$ cat config.mk
export PLATFORM = sky130hd
export DESIGN_NAME = minimig_sram_arbiter
export DESIGN_NICKNAME = d
export VERILOG_FILES = /design/src/rtl/minimig_sram_arbiter.sv
export SDC_FILE = /design/constraint.sdc
export NUM_CORES = 1
export LEC_CHECK = 0
export CORE_ASPECT_RATIO = 0.6
export CORE_UTILIZATION = 41
export DETAILED_ROUTE_END_ITERATION = 16
export PLACE_DENSITY = 0.77
export SETUP_SLACK_MARGIN = 0.1
export SLEW_MARGIN = 15
export SYNTH_ARGS = -nofsm -noshare
export SYNTH_HDL_FRONTEND = slang
export SYNTH_SLANG_ARGS = --single-unit
$ cat constraint.sdc
create_clock -name clk -period 2.1 [get_ports clk]
set_clock_uncertainty 0.15 [all_clocks]
set_input_delay 0.315 -clock clk [delete_from_list [all_inputs] [get_ports clk]]
set_output_delay 0.315 -clock clk [all_outputs]
set_load 0.1 [all_outputs]
$ cat src/rtl/minimig_sram_arbiter.sv
// minimig_sram_arbiter: shares the SRAM bridge port between the chipset DMA slot and the CPU,
// sequencing each slot on the Q0..Q3 phases decoded from c1/c3.
module minimig_sram_arbiter #(
    parameter int CPU_MAX_WAIT = 15
) (
    input  logic        clk,
    input  logic        _reset,
    input  logic        c1,
    input  logic        c3,
    input  logic        chip_sel,
    input  logic [7:0]  chip_bank,
    input  logic [22:0] chip_addr,
    input  logic        chip_rd,
    input  logic        chip_hwr,
    input  logic        chip_lwr,
    input  logic [15:0] chip_wdata,
    output logic [15:0] chip_rdata,
    input  logic        cpu_req,
    input  logic [7:0]  cpu_bank,
    input  logic [22:0] cpu_addr,
    input  logic        cpu_rd,
    input  logic        cpu_hwr,
    input  logic        cpu_lwr,
    input  logic [15:0] cpu_wdata,
    output logic        cpu_ack,
    output logic [15:0] cpu_rdata,
    output logic        cpu_starved,
    output logic [7:0]  bank,
    output logic [22:0] address,
    output logic [15:0] data_out,
    output logic        rd,
    output logic        hwr,
    output logic        lwr,
    input  logic [15:0] data_in
);
    typedef enum logic [1:0] {IDLE, CHIP, CPU} state_t;
    state_t      state;
    logic [1:0]  step;
    logic [7:0]  starve_cnt;
    logic        want_h, want_l;
    logic        q0, q3;
    assign q0 = !c1 && !c3;
    assign q3 = !c1 && c3;
    assign cpu_starved = starve_cnt >= 8'(CPU_MAX_WAIT);
    // Every Q0 re-arbitrates, so a Q0 seen mid-slot simply replaces the aborted slot.
    always_ff @(posedge clk or negedge _reset) begin
        if (!_reset) begin
            state      <= IDLE;
            step       <= 2'd0;
            starve_cnt <= 8'd0;
            want_h     <= 1'b0;
            want_l     <= 1'b0;
            bank       <= 8'd0;
            address    <= 23'd0;
            data_out   <= 16'd0;
            rd         <= 1'b0;
            hwr        <= 1'b0;
            lwr        <= 1'b0;
            cpu_ack    <= 1'b0;
            cpu_rdata  <= 16'd0;
            chip_rdata <= 16'd0;
        end else begin
            cpu_ack <= 1'b0;
            if (q0) begin
                step       <= 2'd0;
                hwr        <= 1'b0;
                lwr        <= 1'b0;
                starve_cnt <= chip_sel && cpu_req ? (&starve_cnt ? starve_cnt : starve_cnt + 8'd1) : 8'd0;
                if (chip_sel) begin
                    state    <= CHIP;
                    bank     <= chip_bank;
                    address  <= chip_addr;
                    data_out <= chip_wdata;
                    rd       <= chip_rd;
                    want_h   <= chip_hwr && !chip_rd;
                    want_l   <= chip_lwr && !chip_rd;
                end else if (cpu_req) begin
                    state    <= CPU;
                    bank     <= cpu_bank;
                    address  <= cpu_addr;
                    data_out <= cpu_wdata;
                    rd       <= cpu_rd;
                    want_h   <= cpu_hwr && !cpu_rd;
                    want_l   <= cpu_lwr && !cpu_rd;
                end else begin
                    state  <= IDLE;
                    bank   <= 8'd0;
                    rd     <= 1'b0;
                    want_h <= 1'b0;
                    want_l <= 1'b0;
                end
            end else begin
                step <= step == 2'd3 ? step : step + 2'd1;
                hwr  <= step == 2'd0 && want_h;
                lwr  <= step == 2'd0 && want_l;
                if (q3 && state == CHIP)
                    chip_rdata <= data_in;
                if (q3 && state == CPU) begin
                    cpu_rdata <= data_in;
                    cpu_ack   <= 1'b1;
                end
            end
        end
    end
endmodule
==> summary.md <==
Global route
* global-route usage over all layers: 0.223
* first-pass GRT wire length: 18.2 mm
* total overflow reported by the global router: 0
* initial antenna violation count: 0
* via count of the first global-routing pass: 3601
* largest net degree at the start of global routing: 79

Floorplan
* Die Span X: 134 um
* I/O pins: 206
* height of the die: 80.9 um
* cell row count: 28
* die area: 10800 um2
* initial core utilization: 0.426
* standard cell core area: 9980 um2

Finish
* Filler cells: 769
* number of standard cells in the final layout excluding fillers: 718
* area growth from synthesis to layout: 57.3%
* Sequential cell area: 2430 um2
* n_diodes: 0
* fin nets: 703
* footprint of the multi-input gates: 1730 um2
* most common cell after layout, fill and taps aside: sky130_fd_sc_hd__clkdlybuf4s50_1
* ratio of cells with drive above 1 in the final layout: 0.278
* most frequent cells in the layout: sky130_fd_sc_hd__clkdlybuf4s50_1 (119), sky130_fd_sc_hd__dfrtp_1 (97), sky130_fd_sc_hd__buf_4 (94)

Detailed routing
* count of TritonRoute iterations in the first routing pass: 4
* routed wire length per instance: 16.1 um
* total DRC errors in the routed layout: 0
* total routed wirelength: 11.6 mm
* DRC violation total after the first TritonRoute iteration: 181
* vias: 3574
* DRT antenna net count: 0
* post-DR vias/cell: 4.98

Yosys
* Synth Register Bits: 97
* average size of a mapped cell: 11.5 um2
* post-synthesis cell type count: 37
* number of flops mapped to enable cells by yosys: 0
* Yosys warning total: 0
* fraction of the yosys area taken by sequential cells: 0.571
* count of mapped cells out of synthesis: 370
* Post-Syn Area: 4250 um2
* dominant register cell in the synthesized netlist: sky130_fd_sc_hd__dfrtp_1
* Post-Synthesis Net Count: 495
* Async S/R FF share, synth: 1.00

STA
* time the worst path needs with I/O delays and setup: 1.90 ns
* Highest Clock Rate: 526 MHz
* setup TNS: 0 ns
* Final Hold Violating Endpoints: 0
* max-slew headroom at the worst pin: 0.719
* setup repair after global routing missed its margin: no
* Max Transition Viols Final: 0
* number of setup violations in the final report: 0
* transition time of the tightest slew-check pin: 0.421 ns
* fin crit share: 0.906
* Hold WS: 0.222 ns

Clocking
* post-CTS setup buffer count: 0
* clock tree from TritonCTS: yes
* clock buffers created by TritonCTS: 9
* maximum level of the CTS H-tree: 3
* clock-pin slew on the worst setup and hold paths: 0.07 ns
* clock latency on the worst-skew pair: 0.35 ns
* largest buffer count on any clock path: 2
* clk root buf: sky130_fd_sc_hd__clkbuf_16
* Sink Count: 97

Setup path
* endpoint type of the worst setup path: primary output
* type of origin of the critical path: register
* Arr. time, crit path: 1.44 ns
* critical-path maximum fanout: 5
* required arrival time at the worst endpoint: 1.63 ns
* Worst Setup Path Type: register to primary output

Status
* outcome: complete, no violations

Place
* count of input and output buffers: 205
* final RePlAce weighted congestion: 0.837
* Post-DP HPWL: 8.87 mm
* number of placed instances, taps included: 701

Pwr
* PwrDens: 1300 nW/um2
* maximum ir drop on the vdd rail: 868 uV
* LEAKAGE: 3.12 nW
* total power: 8.67 mW

Run
* Max Cap Violations: 0

Min path
* worst min-delay path class: input port to asynchronous set/reset pin

## registers in the layout (all words and copies together), names as in the netlist
register    count
data_out       16
cpu_ack         1
starve_cnt      8
bank            8
want_l          1
address        23
step            2
lwr             1
rd              1
hwr             1
cpu_rdata      16
want_h          1
chip_rdata     16
state           2
## timing repair
| action | in CTS | in global routing |
|---|---|---|
| endpoints found under the hold margin | 16 | 0 |
| endpoints found under the setup margin | 1 | 1 |
| hold buffers | 1 | 0 |
| gates resized for setup | 1 | 2 |
## cell families after synthesis
group / share of synthesized area
AND/OR/NAND/NOR: 0.110
XOR/XNOR: 0.00206
AO/OA/AOI/OAI: 0.0900
flip-flops: 0.571
adder cells (fa/ha/maj): 0.00882
buffers and inverters: 0.0362
multiplexers: 0.182
## layout make-up
cell class,count,area share
multi-input combinational,244,0.259
clock buffer,11,0.0378
clock inverter,5,0.00916
timing repair buffer,221,0.304
tap,135,0.0252
inverter,5,0.00280
sequential,97,0.363
## final timing paths
kind | from | endpoint | slack, ns | cells after the start
worst max register to register | starve_cnt[3] | starve_cnt[5] | 0.42 | 4
worst min register to register | address[11] | address[11] | 0.33 | 2
worst min-delay path | _reset | lwr | 0.22 | 2
min in group clk | address[11] | address[11] | 0.33 | 2
worst max-delay path | starve_cnt[1] | cpu_starved | 0.20 | 4
max in group asynchronous | _reset | data_out[1] | 0.98 | 3
## worst max-delay path, cell delays in order (launching register included)
cell and delay, ns:
sky130_fd_sc_hd__dfrtp_1 0.43, sky130_fd_sc_hd__ha_4 0.19, sky130_fd_sc_hd__nand3_2 0.12, sky130_fd_sc_hd__nand2_1 0.15
sky130_fd_sc_hd__buf_12 0.18
## power by group
| group | switching (mW) | internal (mW) |
|---|---|---|
| Clock | 0.717 | 0.994 |
| Sequential | 0.255 | 2.29 |
| Combinational | 3.38 | 1.03 |
| Total | 4.36 | 4.31 |
## routing by layer
| metal | up-vias | share of wire | track usage |
|---|---|---|---|
| met5 | - | 0 | 0 |
| met4 | 0 | 0.012 | 0.0705 |
| met3 | 12 | 0.070 | 0.0649 |
| met2 | 133 | 0.49 | 0.384 |
| met1 | 1713 | 0.43 | 0.275 |
| li1 | 1716 | - | - |
## metrics by stage
step           instance area, um2  utilization  setup WS (ns)
2_1_floorplan                4250            -          0.241
3_3_place_gp                 6350        0.636         0.0762
3_5_place_dp                 6350        0.636         0.0166
4_1_cts                      6680        0.669          0.129
5_1_grt                      6690        0.670          0.119
6_report                     6690        0.670          0.197
## cells in the mapped netlist (2+ instances only)
| cell | count | area (um2) |
|---|---|---|
| sky130_fd_sc_hd__a21oi_1 | 5 | 25.0 |
| sky130_fd_sc_hd__a221oi_1 | 8 | 70.1 |
| sky130_fd_sc_hd__a222oi_1 | 2 | 20.0 |
| sky130_fd_sc_hd__and3_1 | 3 | 18.8 |
| sky130_fd_sc_hd__and3_2 | 2 | 15.0 |
| sky130_fd_sc_hd__and4_4 | 2 | 22.5 |
| sky130_fd_sc_hd__buf_2 | 12 | 60.1 |
| sky130_fd_sc_hd__buf_6 | 4 | 45.0 |
| sky130_fd_sc_hd__clkbuf_1 | 7 | 26.3 |
| sky130_fd_sc_hd__dfrtp_1 | 97 | 2430 |
| sky130_fd_sc_hd__ha_1 | 3 | 37.5 |
| sky130_fd_sc_hd__inv_1 | 5 | 18.8 |
| sky130_fd_sc_hd__mux2_2 | 32 | 360 |
| sky130_fd_sc_hd__mux2i_1 | 40 | 400 |
| sky130_fd_sc_hd__nand2_1 | 53 | 199 |
| sky130_fd_sc_hd__nand3_1 | 2 | 10.0 |
| sky130_fd_sc_hd__nor2_1 | 23 | 86.3 |
| sky130_fd_sc_hd__nor2b_1 | 2 | 12.5 |
| sky130_fd_sc_hd__nor3_1 | 5 | 25.0 |
| sky130_fd_sc_hd__nor3b_1 | 2 | 15.0 |
| sky130_fd_sc_hd__nor4_1 | 2 | 12.5 |
| sky130_fd_sc_hd__nor4bb_1 | 2 | 20.0 |
| sky130_fd_sc_hd__o21ai_0 | 43 | 215 |
Power figures use the tool's default switching activity.
